File: config.mk
export PLATFORM = sky130hd
export DESIGN_NAME = lat_stats_collector_flat
export DESIGN_NICKNAME = d
export VERILOG_FILES = /design/src/rtl/lat_pkg.sv /design/src/rtl/lat_stats_collector_if.sv /design/src/rtl/lat_minmax_acc.sv /design/src/rtl/lat_stats_collector.sv /design/src/flat_wrapper.sv
export SDC_FILE = /design/constraint.sdc
export NUM_CORES = 1
export LEC_CHECK = 0
export ABC_CLOCK_PERIOD_IN_PS = 3900
export CAP_MARGIN = 10
export CORE_MARGIN = 4
export CORE_UTILIZATION = 55
export DETAILED_ROUTE_END_ITERATION = 8
export PLACE_DENSITY = 0.82
export SLEW_MARGIN = 10
export SYNTH_ARGS = -nofsm -noshare
export SYNTH_HDL_FRONTEND = slang
export SYNTH_SLANG_ARGS = --single-unit
File: constraint.sdc
create_clock -name clk27 -period 3.9 [get_ports clk27]
set_input_delay 0.39 -clock clk27 [delete_from_list [all_inputs] [get_ports clk27]]
set_output_delay 0.39 -clock clk27 [all_outputs]
set_load 0.05 [all_outputs]
File: src/rtl/lat_pkg.sv
// Latency measurement shared types and constants.
// Used by the latency tester and the statistics collector.
package lat_pkg;

  localparam int LAT_W = 16;
  localparam int STB_W = 12;

  localparam logic [LAT_W-1:0] LAT_TIMEOUT = 16'hffff;

  typedef enum logic [2:0] {
    S_IDLE,
    S_ARM,
    S_WAIT_FIN,
    S_CAPTURE,
    S_DISARM,
    S_GAP,
    S_DONE
  } lat_state_t;

endpackage

File: src/rtl/lat_stats_collector_if.sv
// Arm/finish handshake between latency tester and collector.
// The collector is the master: it drives the arm request.
interface lat_stats_collector_if;
  import lat_pkg::*;

  logic             lt_armed;
  logic             lt_finished;
  logic [LAT_W-1:0] lt_lat;
  logic [STB_W-1:0] lt_stb;

  modport master (
    output lt_armed,
    input  lt_finished,
    input  lt_lat,
    input  lt_stb
  );

  modport slave (
    input  lt_armed,
    output lt_finished,
    output lt_lat,
    output lt_stb
  );

endinterface

File: src/rtl/lat_minmax_acc.sv
// Latency sum/min/max and worst stabilisation accumulator.
// clr restarts a series, upd folds in one valid sample.
module lat_minmax_acc
  import lat_pkg::*;
#(
  parameter  int LOG2_SAMPLES = 3,
  localparam int SUM_W = LAT_W + LOG2_SAMPLES
) (
  input  logic             clk27,
  input  logic             reset_n,
  input  logic             clr,
  input  logic             upd,
  input  logic [LAT_W-1:0] lat_in,
  input  logic [STB_W-1:0] stb_in,
  output logic [SUM_W-1:0] sum,
  output logic [LAT_W-1:0] lat_min,
  output logic [LAT_W-1:0] lat_max,
  output logic [STB_W-1:0] stb_max
);

  always_ff @(posedge clk27) begin
    if (!reset_n || clr) begin
      sum     <= '0;
      lat_min <= LAT_TIMEOUT;
      lat_max <= '0;
      stb_max <= '0;
    end else if (upd) begin
      sum <= sum + SUM_W'(lat_in);
      if (lat_in < lat_min) lat_min <= lat_in;
      if (lat_in > lat_max) lat_max <= lat_in;
      if (stb_in > stb_max) stb_max <= stb_in;
    end
  end

endmodule

File: src/rtl/lat_stats_collector.sv
// Runs a series of latency measurements and keeps
// min/max/avg latency plus worst stabilisation time.
module lat_stats_collector
  import lat_pkg::*;
#(
  parameter int LOG2_SAMPLES = 3,
  parameter int REARM_GAP    = 2700,
  parameter int MAX_TIMEOUTS = 4
) (
  input  logic                    clk27,
  input  logic                    reset_n,
  input  logic                    start,
  input  logic                    abort,
  lat_stats_collector_if.master   lt,
  output logic                    busy,
  output logic                    done,
  output logic                    failed,
  output logic [LOG2_SAMPLES:0]   sample_cnt,
  output logic [2:0]              timeout_cnt,
  output logic [LAT_W-1:0]        lat_min,
  output logic [LAT_W-1:0]        lat_max,
  output logic [LAT_W-1:0]        lat_avg,
  output logic [STB_W-1:0]        stb_max
);

  localparam int CW    = LOG2_SAMPLES + 1;
  localparam int SUM_W = LAT_W + LOG2_SAMPLES;
  localparam int GAP_W = $clog2(REARM_GAP + 1);

  localparam logic [CW-1:0]    N_SAMP  = CW'(2 ** LOG2_SAMPLES);
  localparam logic [2:0]       MAX_TO  = 3'(MAX_TIMEOUTS);
  localparam logic [GAP_W-1:0] GAP_END = GAP_W'(REARM_GAP - 1);

  lat_state_t       state;
  logic             armed_q;
  logic [GAP_W-1:0] gap_cnt;
  logic [LAT_W-1:0] lat_r;
  logic [STB_W-1:0] stb_r;
  logic [SUM_W-1:0] acc_sum;
  logic             acc_clr;
  logic             acc_upd;
  logic             is_to;

  assign lt.lt_armed = armed_q;
  assign is_to       = (lat_r == LAT_TIMEOUT);

  assign acc_clr = !abort && start &&
                   (state == S_IDLE || state == S_DONE);
  assign acc_upd = !abort && !is_to && (state == S_CAPTURE);

  lat_minmax_acc #(.LOG2_SAMPLES(LOG2_SAMPLES)) u_acc (
    .clk27   (clk27),
    .reset_n (reset_n),
    .clr     (acc_clr),
    .upd     (acc_upd),
    .lat_in  (lat_r),
    .stb_in  (stb_r),
    .sum     (acc_sum),
    .lat_min (lat_min),
    .lat_max (lat_max),
    .stb_max (stb_max)
  );

  always_ff @(posedge clk27) begin
    if (!reset_n) begin
      state       <= S_IDLE;
      armed_q     <= 1'b0;
      busy        <= 1'b0;
      done        <= 1'b0;
      failed      <= 1'b0;
      sample_cnt  <= '0;
      timeout_cnt <= '0;
      lat_avg     <= '0;
      lat_r       <= '0;
      stb_r       <= '0;
      gap_cnt     <= '0;
    end else if (abort) begin
      // statistics stay readable after a cancel
      state   <= S_IDLE;
      armed_q <= 1'b0;
      busy    <= 1'b0;
      done    <= 1'b0;
      failed  <= 1'b0;
    end else begin
      unique case (state)
        S_IDLE, S_DONE: begin
          if (start) begin
            sample_cnt  <= '0;
            timeout_cnt <= '0;
            lat_avg     <= '0;
            done        <= 1'b0;
            failed      <= 1'b0;
            busy        <= 1'b1;
            state       <= S_ARM;
          end
        end
        S_ARM: begin
          armed_q <= 1'b1;
          state   <= S_WAIT_FIN;
        end
        S_WAIT_FIN: begin
          if (lt.lt_finished) begin
            lat_r <= lt.lt_lat;
            stb_r <= lt.lt_stb;
            state <= S_CAPTURE;
          end
        end
        S_CAPTURE: begin
          if (is_to) begin
            if (timeout_cnt != 3'd7)
              timeout_cnt <= timeout_cnt + 3'd1;
          end else begin
            sample_cnt <= sample_cnt + CW'(1);
          end
          state <= S_DISARM;
        end
        S_DISARM: begin
          armed_q <= 1'b0;
          if (!lt.lt_finished) begin
            gap_cnt <= '0;
            state   <= S_GAP;
          end
        end
        S_GAP: begin
          if (gap_cnt == GAP_END) begin
            if (sample_cnt == N_SAMP) begin
              done    <= 1'b1;
              busy    <= 1'b0;
              lat_avg <= LAT_W'(acc_sum >> LOG2_SAMPLES);
              state   <= S_DONE;
            end else if (timeout_cnt >= MAX_TO) begin
              failed  <= 1'b1;
              busy    <= 1'b0;
              lat_avg <= '0;
              state   <= S_DONE;
            end else begin
              state <= S_ARM;
            end
          end else begin
            gap_cnt <= gap_cnt + GAP_W'(1);
          end
        end
        default: state <= S_IDLE;
      endcase
    end
  end

endmodule

File: src/flat_wrapper.sv
// flat-port wrapper written by rule: the top's interface ports become plain ports
module lat_stats_collector_flat import lat_pkg::*;
#(
  parameter int LOG2_SAMPLES = 3,
  parameter int REARM_GAP    = 2700,
  parameter int MAX_TIMEOUTS = 4
)
  (clk27, reset_n, start, abort, busy, done, failed, sample_cnt, timeout_cnt, lat_min, lat_max, lat_avg, stb_max, lt_lt_armed, lt_lt_finished, lt_lt_lat, lt_lt_stb);
  lat_stats_collector_if lt_i ();
  input  logic clk27;
  input  logic reset_n;
  input  logic start;
  input  logic abort;
  output logic busy;
  output logic done;
  output logic failed;
  output logic [LOG2_SAMPLES:0] sample_cnt;
  output logic [2:0] timeout_cnt;
  output logic [LAT_W-1:0] lat_min;
  output logic [LAT_W-1:0] lat_max;
  output logic [LAT_W-1:0] lat_avg;
  output logic [STB_W-1:0] stb_max;
  output wire logic [$bits(lt_i.lt_armed)-1:0] lt_lt_armed;
  input wire logic [$bits(lt_i.lt_finished)-1:0] lt_lt_finished;
  input wire logic [$bits(lt_i.lt_lat)-1:0] lt_lt_lat;
  input wire logic [$bits(lt_i.lt_stb)-1:0] lt_lt_stb;
  assign lt_lt_armed = lt_i.lt_armed;
  assign lt_i.lt_finished = lt_lt_finished;
  assign lt_i.lt_lat = lt_lt_lat;
  assign lt_i.lt_stb = lt_lt_stb;
  lat_stats_collector #(.LOG2_SAMPLES(LOG2_SAMPLES), .REARM_GAP(REARM_GAP), .MAX_TIMEOUTS(MAX_TIMEOUTS)) u_core (.clk27(clk27), .reset_n(reset_n), .start(start), .abort(abort), .lt(lt_i), .busy(busy), .done(done), .failed(failed), .sample_cnt(sample_cnt), .timeout_cnt(timeout_cnt), .lat_min(lat_min), .lat_max(lat_max), .lat_avg(lat_avg), .stb_max(stb_max));
endmodule
; After elaboration in Yosys (flattened, before gate mapping)
; Index checks and enable logic that the tools add are counted.
[totals]
output_inout_bits = 71
wordCells = 111
ff_bits = 133
input_bits = 33
[op_classes]
add_sub_neg = 4
order_cmp = 4
eq_ne = 22
reduce_logical = 28
bitwise_logic = 2
muxes = 36
[op_table]
columns = operator, count
row1 = $mux 16, 4
row2 = $pmux 16 s2, 1
row3 = $mux 3, 9
row4 = $mux 12, 2
row5 = $pmux 12 s2, 1
row6 = $reduce_and 4->1, 5
row7 = $add 19x16->19, 1
row8 = $pmux 3 s6, 1
row9 = $eq 16x16->1 const B, 1
row10 = $gt 16x16->1, 1
row11 = $lt 16x16->1, 1
row12 = $reduce_and 5->1, 3
row13 = $ne 2x2->1 const B, 7
row14 = $add 12x1->12 const B, 1
row15 = $eq 12x12->1 const B, 1
row16 = $gt 12x12->1, 1
row17 = $mux 1, 10
row18 = $eq 3x3->1 const B, 3
row19 = $mux 4, 2
row20 = $ne 2x1->1 const B, 4
row21 = $pmux 1 s2, 4
row22 = $pmux 4 s2, 1
row23 = $reduce_bool 2->1, 4
row24 = $eq 3x2->1 const B, 2
row25 = 16 further kinds, 26

; Logic depth before layout (Yosys ltp)
; Gate-level depths: netlist (run 1).
[logic_depth]
ltp_word = 5
ltp_mapped = 9
ltp_nobuf = 8

; Hierarchy
; Synthesis (run 1) repeated with hierarchy kept, for this count alone.
[unflattened]
cells_unflattened = 901
area_unflattened_um2 = 7479.7
[by_module_without_submodules]
columns = mod, n_inst, area_per_inst_um2, seq_area_each_um2, cells_per_inst
row1 = lat_minmax_acc, 1, 4164.0, 1261.2, 508
row2 = lat_stats_collector, 1, 3315.7, 1401.3, 393

; Worst setup path before layout (run 1)
; Ideal clock, no wire load.
[synth_path]
path_kind = register to register
from = register u_core.u_acc.stb_max[10]
to = register u_core.u_acc.stb_max[10]
setup_slack_ns = 1.430
path_stages_with_launch = 10
t_required_ns = 3.826
path_buffers = 1
setup_time_ns = 0.074
period_less_slack_ns = 2.470
arrival_ns = 2.396
path_cell_list = dfxtp_1 > inv_1 > ha_1 > a21oi_1 > nand2_1 > a21o_1 > o311ai_1 > clkbuf_1 > nand3_1 > o21ai_0
[synth_between]
elab_chain_cells = 2
[synth_lines]
columns = item, line_no
row1 = "start, declared", lat_minmax_acc.sv:18  ; output logic [STB_W-1:0] stb_max
row2 = "start signal, assigned", lat_minmax_acc.sv:31  ; if (stb_in > stb_max) stb_max <= stb_in;
row3 = $gt 12x12->1, lat_minmax_acc.sv:31
row4 = $reduce_and 2->1 (no line), n/a
; Every way passes these cells.
; A chain may end at the register's enable or synchronous reset.

; Worst setup path after layout (run 1)
[layout_path]
from = register u_core.lat_r[0]
to = register u_core.u_acc.sum[16]
[layout_between]
elab_chain_cells = 4
word_cells_on_any_way = 5
classes_between = add/sub: 1 / eq/ne: 1 / reduce/logical: 3
[layout_lines]
columns = item, line_no
row1 = "start, declared", lat_stats_collector.sv:37  ; logic [LAT_W-1:0] lat_r;
row2 = "start signal, assigned", lat_stats_collector.sv:103  ; lat_r <= lt.lt_lat;
row3 = branches (longest 4 deep; another with $add 19x16->19), n/a
row4 = "end signal, assigned", lat_minmax_acc.sv:28  ; sum <= sum + SUM_W'(lat_in);
row5 = "end, declared", lat_minmax_acc.sv:15  ; output logic [SUM_W-1:0] sum,
; Several ways; the timed one is not identified.

==> results of run 1 <==
-- sequential cells by signal, summed over array words and instances, names as in the netlist --
register              count
u_core.u_acc.lat_min     16
u_core.sample_cnt         4
u_core.failed             1
u_core.gap_cnt           12
u_core.timeout_cnt        3
u_core.state              3
u_core.u_acc.lat_max     16
u_core.lat_avg           16
u_core.done               1
u_core.busy               1
u_core.u_acc.sum         19
u_core.lat_r             16
u_core.u_acc.stb_max     12
u_core.lt.lt_armed        1
u_core.stb_r             12
-- synthesized netlist by cell type, types with 2 or more instances --
cell type and count:
sky130_fd_sc_hd__o31ai_1 4, sky130_fd_sc_hd__nor2b_1 8, sky130_fd_sc_hd__a21o_1 14, sky130_fd_sc_hd__a21oi_1 62
sky130_fd_sc_hd__ha_1 64, sky130_fd_sc_hd__a21boi_0 32, sky130_fd_sc_hd__buf_1 4, sky130_fd_sc_hd__o21ai_1 16
sky130_fd_sc_hd__and4_1 3, sky130_fd_sc_hd__o21a_1 3, sky130_fd_sc_hd__and3_1 7, sky130_fd_sc_hd__nand4b_1 2
sky130_fd_sc_hd__dfxtp_1 133, sky130_fd_sc_hd__a211o_1 4, sky130_fd_sc_hd__o22a_1 2, sky130_fd_sc_hd__o211ai_1 4
sky130_fd_sc_hd__nor4_1 3, sky130_fd_sc_hd__nor3b_1 2, sky130_fd_sc_hd__nand3_1 64, sky130_fd_sc_hd__clkbuf_1 29
sky130_fd_sc_hd__o311ai_1 2, sky130_fd_sc_hd__o21ai_0 70, sky130_fd_sc_hd__mux2i_1 6, sky130_fd_sc_hd__o21bai_1 4
sky130_fd_sc_hd__xor2_1 10, sky130_fd_sc_hd__nand3b_1 5, sky130_fd_sc_hd__o211a_1 4, sky130_fd_sc_hd__buf_2 4
sky130_fd_sc_hd__a211oi_1 7, sky130_fd_sc_hd__buf_6 3, sky130_fd_sc_hd__nand2b_1 7, sky130_fd_sc_hd__xnor2_1 11
sky130_fd_sc_hd__inv_1 55, sky130_fd_sc_hd__a31oi_1 17, sky130_fd_sc_hd__nand2_1 130, sky130_fd_sc_hd__nand4_1 19
sky130_fd_sc_hd__a2111oi_0 2, sky130_fd_sc_hd__or3_1 5, sky130_fd_sc_hd__and2_1 7, sky130_fd_sc_hd__nor3_1 4
sky130_fd_sc_hd__nor2_1 31
-- critical path: stages, from the launching register on --
cell                       delay (ns)
sky130_fd_sc_hd__dfxtp_1         0.47
sky130_fd_sc_hd__ha_1            0.28
sky130_fd_sc_hd__fa_1            0.26
sky130_fd_sc_hd__a211oi_1        0.09
sky130_fd_sc_hd__o21ai_0         0.46
sky130_fd_sc_hd__o31ai_1         0.19
sky130_fd_sc_hd__o311ai_1        0.50
sky130_fd_sc_hd__a21o_1          0.18
sky130_fd_sc_hd__a21oi_1         0.05
-- area by class of cell --
| cell class | instances | area share |
|---|---|---|
| clock inverter | 5 | 0.00591 |
| sequential | 133 | 0.300 |
| inverter | 55 | 0.0232 |
| timing repair buffer | 114 | 0.127 |
| tap | 172 | 0.0242 |
| multi-input combinational | 655 | 0.468 |
| clock buffer | 25 | 0.0524 |
-- through the flow --
stage	instance area, um2	util	hold slack (ns)	setup WS (ns)	power [uW]
3_3_place_gp	8370	0.658	0.444	1.24	1590
4_1_cts	8880	0.698	0.455	1.34	3000
3_5_place_dp	8370	0.658	0.448	1.19	1590
5_1_grt	8880	0.698	0.477	1.07	3080
2_1_floorplan	7200	-	0.428	1.43	1520
6_report	8880	0.698	0.454	1.28	2990
-- where the power goes --
part / internal [uW] / switching [uW] / leakage [uW]
logic: 75.1 / 108 / 0.00225
registers: 1370 / 12.2 / 0.00107
clock network: 881 / 551 / 0.000251
total: 2320 / 671 / 0.00358
-- routing by layer --
layer	share of wire	global-route usage	routed length (um)	vias to the layer above
met3	0.057	0.0571	1040	21
met4	0.014	0.0749	244	0
met5	0	0	0	-
met1	0.46	0.329	8360	3039
li1	-	-	-	3327
met2	0.47	0.404	8430	173
-- final timing paths --
check	from	endpoint	cells after the start
setup / recovery	u_core.lat_r[0]	u_core.u_acc.sum[16]	8
hold / removal	u_core.lat_avg[13]	u_core.lat_avg[13]	2
setup reg to reg	u_core.lat_r[0]	u_core.u_acc.sum[16]	8
hold reg to reg	u_core.lat_avg[13]	u_core.lat_avg[13]	2
-- cell families (layout without fill, tap and decap cells) --
| kind of cell | count (synthesis) | after routing | share of synthesized area |
|---|---|---|---|
| xor gates and xnor gates | 21 | 21 | 0.0255 |
| muxes | 7 | 7 | 0.00990 |
| adders and majority gates | 65 | 65 | 0.114 |
| AOI/OAI and AO/OA | 255 | 255 | 0.219 |
| DFF | 133 | 133 | 0.370 |
| buffers and inverters | 96 | 199 | 0.0544 |
| and+or+nand+nor | 307 | 307 | 0.208 |
-- layout by cell type (no fill, tap or decap), drive strengths merged, types with 14 or more instances in the layout --
cell / instances
a21o: 14
clkdlybuf4s50: 103
nand3: 64
dfxtp: 133
a21oi: 62
a21boi: 32
nand4: 19
a31oi: 17
inv: 55
ha: 64
o21ai: 86
nand2: 130
nor2: 31
clkbuf: 25
==> out/metrics.json, run 1 <==
{
  "synthesis.instances": 884,
  "mappedNetlistArea_mm2": 0.00720,
  "ys_types": 62,
  "gr-usage-all-layers": 0.248,
  "globalRoute.totalOverflow": 0,
  "flop_and_latch_count_out_of_synthesis": 133,
  "cts.repair_timing.setup_buffer_count": 0,
  "number_of_nets_still_failing_antenna_checks_after_routing": 0,
  "fin_nets": 1074,
  "post-synth-top-area-cell": "sky130_fd_sc_hd__dfxtp_1",
  "synth.yosys.seq_area_share": 0.370,
  "clkLatencyLatePin_ns": 0.42,
  "core_area_mm2": 0.0127,
  "p_leak_uw": 0.00358,
  "peakVddDrop_v": 0.000263,
  "ys_async_sr_fraction": 0,
  "crit_path_start_kind": "flop",
  "areaGrowthSynthToFinish_pct": 23.3,
  "drc_errors": 0,
  "first_pass_grt_wire_length_um": 29600,
  "proportion_of_layout_cells_with_a_drive_suffix_above_1": 0.0476,
  "num_antenna_cells": 0,
  "clk_transition_reported_paths_ns": 0.05,
  "cts_tree": "built",
  "grt_start_max_net_pins": 39,
  "post-route-period-util": 0.672,
  "critPathCaptureType": "flop",
  "routed_wire_length_per_instance_um": 15.6,
  "multi_input_area_mm2": 0.00416,
  "antenna_violations_before_repair": 0,
  "die_area_mm2": 0.0150,
  "worst_ep_arrival_time_ns": 2.90,
  "io_pins": 104,
  "place.gp.congestion": 0.928,
  "cts_hold_buffers": 0,
  "max_slew_margin": 0.407,
  "clock_buffer_count_from_cts": 17,
  "yosysWarningCount": 0,
  "setup_skew_after_layout_ns": 0.00851,
  "synth_top_area_share": 0.370,
  "timing_max_transition_violations_final": 0,
  "min_period_ns": 2.62,
  "synth_top_flop_cell": "sky130_fd_sc_hd__dfxtp_1",
  "detail_route.first_pass.iterations": 5,
  "num_vias": 6560,
  "syn_avg_cell_area_um2": 8.15,
  "outcome": "finished, final reports clean",
  "power_density_normalized_to_cell_area_mw_per_mm2": 337,
  "worst-path-max-fanout": 7,
  "max_cap_violations": 0,
  "place.detailed.instances": 1129,
  "timing.hold.worst.class": "flop to flop",
  "finalHoldViolations": 0,
  "cts_repair_resize_count": 0,
  "setup_viol_count_final": 0,
  "cts_htree_levels": 4,
  "max_clock_freq_mhz": 382,
  "worst_ep_required_time_ns": 4.18,
  "mappedNetlistNets": 982,
  "tightest_slew_ns": 0.889,
  "vias_in_the_first_global_route": 6171,
  "placement.io_buffers": 103,
  "setup_tns_ns": 0,
  "n_fill_cell": 1084,
  "row_count": 41,
  "cts-root-to-sink-buffers": 2,
  "die-width_um": 122,
  "clkSinkCount": 133,
  "initial_utilization": 0.566,
  "instances_no_fill": 1159,
  "post_dp_hpwl_um": 12700,
  "post_drt_via_cell_ratio": 5.66,
  "clock_tree.root_cell": "sky130_fd_sc_hd__clkbuf_16",
  "drt-total-wl_um": 18100,
  "r2r_slack_ns": 1.28,
  "drt-initial-drc-count": 514,
  "final-seq-area_mm2": 0.00266,
  "floorplan_die_height_um": 122,
  "netlist_top_cells_area": "sky130_fd_sc_hd__dfxtp_1, sky130_fd_sc_hd__ha_1, sky130_fd_sc_hd__nand2_1",
  "number_of_enable_type_register_cells_in_the_synthesized_netlist": 0,
  "rsz0062_at_grt": "false",
  "worst_path_class_setup": "flop to flop"
}
No activity file was read; power rests on OpenSTA's default activity.
==> run 2: changes to the inputs <==
--- a/config.mk
+++ b/config.mk
@@ -5,12 +5,12 @@
 export SDC_FILE = /design/constraint.sdc
 export NUM_CORES = 1
 export LEC_CHECK = 0
-export ABC_CLOCK_PERIOD_IN_PS = 3900
+export ABC_CLOCK_PERIOD_IN_PS = 2400
 export CAP_MARGIN = 10
 export CORE_MARGIN = 4
-export CORE_UTILIZATION = 55
+export CORE_UTILIZATION = 50
 export DETAILED_ROUTE_END_ITERATION = 8
-export PLACE_DENSITY = 0.82
+export PLACE_DENSITY = 0.78
 export SLEW_MARGIN = 10
 export SYNTH_ARGS = -nofsm -noshare
 export SYNTH_HDL_FRONTEND = slang
==> constraint.sdc (replaced) <==
create_clock -name clk27 -period 2.4 [get_ports clk27]
set_input_delay 0.24 -clock clk27 [delete_from_list [all_inputs] [get_ports clk27]]
set_output_delay 0.24 -clock clk27 [all_outputs]
set_load 0.05 [all_outputs]
==> run 2 against run 1 <==
Net effect: sequential cell count did not move; critical endpoint is now u_core.u_acc.lat_min[0]; highest routed layer unchanged; final area rose by 4.7%; critical path type unchanged; fmax rose by 17%.
==> out/metrics.json, run 2 (same netlist as run 1, synthesis figures left out) <==
{
  "die-width": {"value": 128, "unit": "um", "change": "was 122 um"},
  "totalPowerFinal": {"value": 5250, "unit": "uW", "change": "was 2990 uW"},
  "drc_errors": {"value": 0, "change": "unchanged"},
  "setup_skew_after_layout": {"value": 0.0126, "unit": "ns", "change": "was 0.00851 ns"},
  "drt-initial-drc-count": {"value": 561, "change": "was 514"},
  "post-route-period-util": {"value": 0.935, "change": "was 0.672"},
  "crit-reg2reg-launch": {"value": "u_core.lat_r[15]", "change": "was u_core.lat_r[0]"},
  "r2r_end": {"value": "u_core.u_acc.lat_min[0]", "change": "was u_core.u_acc.sum[16]"},
  "clkLatencyLatePin": {"value": 0.43, "unit": "ns", "change": "was 0.42 ns"},
  "worst_path_class_setup": {"value": "flop to flop", "change": "unchanged"},
  "initial_utilization": {"value": 0.515, "change": "was 0.566"},
  "placement.setup.worst_slack": {"value": -0.0721, "unit": "ns", "change": "was 1.19 ns"},
  "io_pins": {"value": 104, "change": "unchanged"},
  "cts-root-to-sink-buffers": {"value": 2, "change": "unchanged"},
  "proportion_of_layout_cells_with_a_drive_suffix_above_1": {"value": 0.100, "change": "was 0.0476"},
  "setup_viol_count_final": {"value": 0, "change": "unchanged"},
  "areaGrowthSynthToFinish": {"value": 29.1, "unit": "%", "change": "was 23.3%"},
  "fin_nets": {"value": 1105, "change": "was 1074"},
  "num_vias": {"value": 6763, "change": "was 6560"},
  "place.gp.congestion": {"value": 0.904, "change": "was 0.928"},
  "p_leak": {"value": 0.00378, "unit": "uW", "change": "was 0.00358 uW"},
  "path_cells": {"value": "ha_1 -> and4_1 -> nand2_1 -> nor2_1 -> a211oi_2 -> buf_4 -> a21boi_0 -> a211o_1", "change": "was ha_1 -> fa_1 -> a211oi_1 -> o21ai_0 -> o31ai_1 -> o311ai_1 -> a21o_1 -> a21oi_1"},
  "place.detailed.instances": {"value": 1167, "change": "was 1129"},
  "post_drt_via_cell_ratio": {"value": 5.64, "change": "was 5.66"},
  "placement.io_buffers": {"value": 103, "change": "unchanged"},
  "routed_wire_length_per_instance": {"value": 15.6, "unit": "um", "change": "about the same"},
  "num_antenna_cells": {"value": 0, "change": "unchanged"},
  "antenna_violations_before_repair": {"value": 0, "change": "unchanged"},
  "floorplan_die_height": {"value": 128, "unit": "um", "change": "was 122 um"},
  "core_area": {"value": 0.0140, "unit": "mm2", "change": "was 0.0127 mm2"},
  "vias_in_the_first_global_route": {"value": 6334, "change": "was 6171"},
  "critPathCaptureType": {"value": "flop", "change": "unchanged"},
  "min_period": {"value": 2.24, "unit": "ns", "change": "was 2.62 ns"},
  "cp_num_buf_inv": {"value": 1, "change": "was 0"},
  "worst_path_max_delay_cell": {"value": "sky130_fd_sc_hd__dfxtp_1", "change": "was sky130_fd_sc_hd__o311ai_1"},
  "post_dp_hpwl": {"value": 13600, "unit": "um", "change": "was 12700 um"},
  "tightest_slew": {"value": 0.530, "unit": "ns", "change": "was 0.889 ns"},
  "cts_tree": {"value": "built", "change": "unchanged"},
  "timing_max_transition_violations_final": {"value": 0, "change": "unchanged"},
  "clkSinkCount": {"value": 133, "change": "unchanged"},
  "placed_cell_area": {"value": 0.00863, "unit": "mm2", "change": "was 0.00837 mm2"},
  "die_area": {"value": 0.0164, "unit": "mm2", "change": "was 0.0150 mm2"},
  "largest_reg_flops": {"value": 19, "change": "unchanged"},
  "hp-start": {"value": "reset_n", "change": "was u_core.lat_avg[13]"},
  "critPathTopFamily": {"value": "compound AO/OA/AOI/OAI gates", "change": "unchanged"},
  "power_density_normalized_to_cell_area": {"value": 564, "unit": "mW/mm2", "change": "was 337 mW/mm2"},
  "max_clock_freq": {"value": 446, "unit": "MHz", "change": "was 382 MHz"},
  "cts_htree_levels": {"value": 4, "change": "unchanged"},
  "worst_ep_arrival_time": {"value": 2.54, "unit": "ns", "change": "was 2.90 ns"},
  "clock_buffer_count_from_cts": {"value": 17, "change": "unchanged"},
  "postLayoutCellArea": {"value": 0.00930, "unit": "mm2", "change": "was 0.00888 mm2"},
  "first_pass_grt_wire_length": {"value": 30700, "unit": "um", "change": "was 29600 um"},
  "most-common-layout-cells": {"value": "sky130_fd_sc_hd__nand2_1, sky130_fd_sc_hd__dfxtp_1, sky130_fd_sc_hd__clkdlybuf4s50_1", "change": "was sky130_fd_sc_hd__dfxtp_1, sky130_fd_sc_hd__nand2_1, sky130_fd_sc_hd__clkdlybuf4s50_1"},
  "worst_hold_path.num_cells": {"value": 3, "change": "was 2"},
  "peakVddDrop": {"value": 0.000462, "unit": "V", "change": "was 0.000263 V"},
  "gr-usage-all-layers": {"value": 0.229, "change": "was 0.248"},
  "fin_worst_hold_slack": {"value": 0.329, "unit": "ns", "change": "was 0.454 ns"},
  "cp_slowest_stage_delay": {"value": 0.49, "unit": "ns", "change": "was 0.50 ns"},
  "drt-total-wl": {"value": 18700, "unit": "um", "change": "was 18100 um"},
  "globalRoute.totalOverflow": {"value": 0, "change": "unchanged"},
  "clock_tree.root_cell": {"value": "sky130_fd_sc_hd__clkbuf_16", "change": "unchanged"},
  "crit_path_start_kind": {"value": "flop", "change": "unchanged"},
  "clk_transition_reported_paths": {"value": 0.06, "unit": "ns", "change": "was 0.05 ns"},
  "detail_route.first_pass.iterations": {"value": 5, "change": "unchanged"},
  "outcome": {"value": "finished, final reports clean", "change": "unchanged"},
  "grt_start_max_net_pins": {"value": 33, "change": "was 39"},
  "max_flop_register": {"value": "u_core.u_acc.sum", "change": "unchanged"},
  "number_of_nets_still_failing_antenna_checks_after_routing": {"value": 0, "change": "unchanged"},
  "max_slew_margin": {"value": 0.646, "change": "was 0.407"},
  "r2r_slack": {"value": 0.16, "unit": "ns", "change": "was 1.28 ns"},
  "worst_ep_required_time": {"value": 2.70, "unit": "ns", "change": "was 4.18 ns"},
  "timing.hold.worst.class": {"value": "input pin to flop", "change": "was flop to flop"},
  "cts_hold_buffers": {"value": 0, "change": "unchanged"},
  "most_common_library_cell_in_the_layout_ignoring_fill_and_taps": {"value": "sky130_fd_sc_hd__nand2_1", "change": "was sky130_fd_sc_hd__dfxtp_1"},
  "worst-path-max-fanout": {"value": 6, "change": "was 7"},
  "max_cap_violations": {"value": 0, "change": "unchanged"},
  "min_to": {"value": "u_core.busy", "change": "was u_core.lat_avg[13]"},
  "post-route-worst-setup-slack": {"value": 0.156, "unit": "ns", "change": "was 1.28 ns"},
  "row_count": {"value": 43, "change": "was 41"},
  "instances_no_fill": {"value": 1200, "change": "was 1159"},
  "finalHoldViolations": {"value": 0, "change": "unchanged"},
  "n_fill_cell": {"value": 1181, "change": "was 1084"},
  "r2r.worst_path.cells": {"value": 8, "change": "unchanged"}
}
-- run 2: cell count changes in the layout (fill, tap and decap cells not counted), sizes merged --
| cell | change |
|---|---|
| buf | +32 |
| clkdlybuf4s50 | -1 |
| clkinv | +1 |
| bufinv | +2 |
| clkinvlp | +3 |
| clkbuf | -5 |
| inv | +1 |
-- run 2: tightest hold or removal path: stages --
cell and delay, ns:
sky130_fd_sc_hd__buf_2 0.16, sky130_fd_sc_hd__nand2b_1 0.24, sky130_fd_sc_hd__a21oi_1 0.06
-- run 2: worst max-delay path by stage --
| stage | end | startpoint | cells past startpoint | slack, ns |
|---|---|---|---|---|
| floorplan | u_core.u_acc.lat_max[15] | u_core.u_acc.lat_max[9] | 9 | 0.0002 |
| global placement | u_core.u_acc.lat_max[10] | u_core.lat_r[11] | 7 | 0.04 |
| detailed placement | u_core.u_acc.sum[16] | u_core.lat_r[1] | 7 | -0.07 |
| CTS | u_core.u_acc.lat_max[4] | u_core.lat_r[1] | 8 | 0.004 |
| global route | u_core.u_acc.lat_min[0] | u_core.u_acc.lat_min[13] | 9 | -0.008 |
| finish | u_core.u_acc.lat_min[0] | u_core.lat_r[15] | 8 | 0.16 |
-- run 2: metal layers --
metal / GRT usage / routed length (um)
met5: 0 / 0
met4: 0.0762 / 322
met3: 0.0471 / 995
met2: 0.371 / 8750
met1: 0.307 / 8660
-- run 2: power by group --
group | total (uW) | internal, uW | switching, uW
registers | 2230 | 2220 | 10.8
clock network | 2680 | 1690 | 991
logic | 341 | 144 | 196
-- run 2: final cells by class --
type	instances	area, um2	area share
clock buffers	20	457	0.0491
multi-input cells	655	4210	0.453
flip-flops and latches	133	2670	0.287
well taps	180	225	0.0242
clock inverters	12	153	0.0164
repair buffers	145	1380	0.148
inverters	55	206	0.0222
-- run 2: repair_timing --
item | in CTS | in global routing
resized for setup | 4 | 12
setup buffers | 0 | 1
setup endpoints to repair | 19 | 22
pin swaps | 0 | 3
-- run 2: stage by stage --
stage / util / setup TNS, ns
6_report: 0.665 / 0
3_3_place_gp: 0.617 / 0
5_1_grt: 0.665 / -0.00937
4_1_cts: 0.661 / 0
3_5_place_dp: 0.617 / -0.176
2_1_floorplan: - / 0
==> run 3: changes to the inputs <==
--- a/config.mk
+++ b/config.mk
@@ -11,6 +11,7 @@
 export CORE_UTILIZATION = 50
 export DETAILED_ROUTE_END_ITERATION = 8
 export PLACE_DENSITY = 0.78
+export SETUP_SLACK_MARGIN = 0.3
 export SLEW_MARGIN = 10
 export SYNTH_ARGS = -nofsm -noshare
 export SYNTH_HDL_FRONTEND = slang
==> run 3 against run 2 <==
Net effect: die area stayed put; sequential cell count stayed put; sequential power hardly changed; via count is 4.0% higher; critical endpoint is now u_core.u_acc.lat_min[12].
==> out/metrics.json, run 3 (same netlist as run 1, synthesis figures left out) <==
{
  "worst_path_max_delay_cell": {"value": "sky130_fd_sc_hd__dfxtp_4", "change": "was sky130_fd_sc_hd__dfxtp_1"},
  "routed_wire_length_per_instance": {"value": 16.8, "unit": "um", "change": "was 15.6 um"},
  "worst_path_class_setup": {"value": "flop to flop", "change": "unchanged"},
  "power_density_normalized_to_cell_area": {"value": 512, "unit": "mW/mm2", "change": "was 564 mW/mm2"},
  "setup_viol_count_final": {"value": 0, "change": "unchanged"},
  "critPathCaptureType": {"value": "flop", "change": "unchanged"},
  "largest_reg_flops": {"value": 19, "change": "unchanged"},
  "cp_num_buf_inv": {"value": 3, "change": "was 1"},
  "min_period": {"value": 2.16, "unit": "ns", "change": "was 2.24 ns"},
  "clkSinkCount": {"value": 133, "change": "unchanged"},
  "worst_ep_arrival_time": {"value": 2.47, "unit": "ns", "change": "was 2.54 ns"},
  "drt-initial-drc-count": {"value": 605, "change": "was 561"},
  "max_clock_freq": {"value": 463, "unit": "MHz", "change": "was 446 MHz"},
  "row_count": {"value": 43, "change": "unchanged"},
  "initial_utilization": {"value": 0.515, "change": "unchanged"},
  "clk_transition_reported_paths": {"value": 0.06, "unit": "ns", "change": "about the same"},
  "core_area": {"value": 0.0140, "unit": "mm2", "change": "unchanged"},
  "worst-path-max-fanout": {"value": 5, "change": "was 6"},
  "clkLatencyLatePin": {"value": 0.42, "unit": "ns", "change": "was 0.43 ns"},
  "clock_buffer_count_from_cts": {"value": 17, "change": "unchanged"},
  "num_antenna_cells": {"value": 0, "change": "unchanged"},
  "grt_start_max_net_pins": {"value": 44, "change": "was 33"},
  "placement.io_buffers": {"value": 103, "change": "unchanged"},
  "globalRoute.totalOverflow": {"value": 0, "change": "unchanged"},
  "gr-usage-all-layers": {"value": 0.234, "change": "was 0.229"},
  "finalHoldViolations": {"value": 0, "change": "unchanged"},
  "fin_worst_hold_slack": {"value": 0.183, "unit": "ns", "change": "was 0.329 ns"},
  "instances_no_fill": {"value": 1227, "change": "was 1200"},
  "antenna_violations_before_repair": {"value": 0, "change": "unchanged"},
  "floorplan_die_height": {"value": 128, "unit": "um", "change": "unchanged"},
  "worst_ep_required_time": {"value": 2.71, "unit": "ns", "change": "was 2.70 ns"},
  "detail_route.first_pass.iterations": {"value": 5, "change": "unchanged"},
  "drc_errors": {"value": 0, "change": "unchanged"},
  "post-route-period-util": {"value": 0.900, "change": "was 0.935"},
  "timing.hold.worst.class": {"value": "input pin to flop", "change": "unchanged"},
  "areaGrowthSynthToFinish": {"value": 37.2, "unit": "%", "change": "was 29.1%"},
  "io_pins": {"value": 104, "change": "unchanged"},
  "peakVddDrop": {"value": 0.000539, "unit": "V", "change": "was 0.000462 V"},
  "post_drt_via_cell_ratio": {"value": 5.73, "change": "was 5.64"},
  "postLayoutCellArea": {"value": 0.00988, "unit": "mm2", "change": "was 0.00930 mm2"},
  "cp_slowest_stage_delay": {"value": 0.37, "unit": "ns", "change": "was 0.49 ns"},
  "place.detailed.instances": {"value": 1169, "change": "was 1167"},
  "timing_max_transition_violations_final": {"value": 0, "change": "unchanged"},
  "rsz0062_at_grt": "true",
  "critPathTopFamily": {"value": "compound AO/OA/AOI/OAI gates", "change": "unchanged"},
  "setup_tns": {"value": 0, "unit": "ns", "change": "unchanged"},
  "proportion_of_layout_cells_with_a_drive_suffix_above_1": {"value": 0.200, "change": "was 0.100"},
  "vias_in_the_first_global_route": {"value": 6450, "change": "was 6334"},
  "place.gp.congestion": {"value": 0.890, "change": "was 0.904"},
  "most-common-layout-cells": {"value": "sky130_fd_sc_hd__nand2_1, sky130_fd_sc_hd__clkdlybuf4s50_1, sky130_fd_sc_hd__dfxtp_1", "change": "was sky130_fd_sc_hd__nand2_1, sky130_fd_sc_hd__dfxtp_1, sky130_fd_sc_hd__clkdlybuf4s50_1"},
  "max_cap_violations": {"value": 0, "change": "unchanged"},
  "crit_path_start_kind": {"value": "flop", "change": "unchanged"},
  "p_leak": {"value": 0.00389, "unit": "uW", "change": "was 0.00378 uW"},
  "max_slew_margin": {"value": 0.631, "change": "was 0.646"},
  "outcome": {"value": "finished, final reports clean", "change": "unchanged"},
  "setup_skew_after_layout": {"value": 0.00854, "unit": "ns", "change": "was 0.0126 ns"},
  "post_dp_hpwl": {"value": 13600, "unit": "um", "change": "about the same"},
  "cts_tree": {"value": "built", "change": "unchanged"},
  "clock_tree.root_cell": {"value": "sky130_fd_sc_hd__clkbuf_16", "change": "unchanged"},
  "num_vias": {"value": 7035, "change": "was 6763"},
  "most_common_library_cell_in_the_layout_ignoring_fill_and_taps": {"value": "sky130_fd_sc_hd__nand2_1", "change": "unchanged"},
  "fin_nets": {"value": 1132, "change": "was 1105"},
  "placed_cell_area": {"value": 0.00873, "unit": "mm2", "change": "was 0.00863 mm2"},
  "tightest_slew": {"value": 0.553, "unit": "ns", "change": "was 0.530 ns"},
  "number_of_nets_still_failing_antenna_checks_after_routing": {"value": 0, "change": "unchanged"},
  "cts_hold_buffers": {"value": 0, "change": "unchanged"},
  "drt-total-wl": {"value": 20700, "unit": "um", "change": "was 18700 um"},
  "critPathMostFrequentCell": "sky130_fd_sc_hd__buf_6",
  "max_flop_register": {"value": "u_core.u_acc.sum", "change": "unchanged"},
  "path_cells": {"value": "buf_4 -> ha_1 -> a41oi_1 -> a21oi_4 -> a211oi_4 -> buf_6 -> and2_4 -> buf_6 -> o21ai_1", "change": "was ha_1 -> and4_1 -> nand2_1 -> nor2_1 -> a211oi_2 -> buf_4 -> a21boi_0 -> a211o_1"},
  "cts_htree_levels": {"value": 4, "change": "unchanged"},
  "die-width": {"value": 128, "unit": "um", "change": "unchanged"},
  "first_pass_grt_wire_length": {"value": 31300, "unit": "um", "change": "was 30700 um"},
  "cts-root-to-sink-buffers": {"value": 2, "change": "unchanged"},
  "die_area": {"value": 0.0164, "unit": "mm2", "change": "unchanged"}
}
==> run 3: changes by cell type in the layout (fill, tap and decap cells not counted), sizes merged <==
cell and change:
clkinv -2, and2 +1, inv -1, clkinvlp -4, and4 +1, clkbuf +9
bufinv -2, buf +25
==> run 3: layout make-up <==
| cell class | count | area [um2] |
|---|---|---|
| Inverter | 55 | 206 |
| Multi-Input combinational cell | 657 | 4500 |
| Sequential cell | 133 | 2770 |
| Tap cell | 180 | 225 |
| Clock inverter | 3 | 40.0 |
| Fill cell | 1055 | 4110 |
| Timing Repair Buffer | 170 | 1620 |
| Clock buffer | 29 | 522 |
==> run 3: report_power, final <==
| group | internal (uW) | total [uW] | switching, uW |
|---|---|---|---|
| sequential | 2200 | 2220 | 12.9 |
| combinational | 153 | 359 | 205 |
| clock | 1570 | 2490 | 921 |
| total | 3920 | 5060 | 1140 |
==> run 3: final timing paths <==
| kind | start | slack (ns) | cells after the start | to |
|---|---|---|---|---|
| max | u_core.lat_r[5] | 0.24 | 9 | u_core.u_acc.lat_min[12] |
| min | reset_n | 0.18 | 3 | u_core.lat_avg[5] |
| max reg2reg | u_core.lat_r[5] | 0.24 | 9 | u_core.u_acc.lat_min[12] |
| min reg2reg | u_core.u_acc.sum[18] | 0.45 | 2 | u_core.lat_avg[15] |
==> run 3: routing by layer <==
metal / global-route usage / vias up / wire length, um / share of wire
li1: - / 3443 / - / -
met1: 0.312 / 3320 / 9220 / 0.45
met2: 0.377 / 223 / 9900 / 0.48
met3: 0.0508 / 49 / 1020 / 0.049
met4: 0.0768 / 0 / 524 / 0.025
met5: 0 / - / 0 / 0
==> run 3: through the flow <==
stage,power [uW],worst slack [ns],utilization
after global routing,5220,0.116,0.706
after detailed placement,2590,0.0773,0.624
after floorplan,2470,0.309,-
final,5060,0.241,0.706
after CTS,5070,0.285,0.674
after global placement,2590,0.114,0.624
==> run 3: timing repair <==
action,in CTS,in global routing
endpoints found under the hold margin,0,0
setup endpoints to repair,63,69
resized for setup,38,98
pin swaps,8,33
cloned,1,4
buffers inserted,5,16
==> run 3: tightest hold or removal path, delay by kind of cell <==
kind / cells / cell delay (ns)
buffers and inverters: 1 / 0.15
AND/OR/NAND/NOR: 1 / 0.10
AO/OA/AOI/OAI: 1 / 0.06
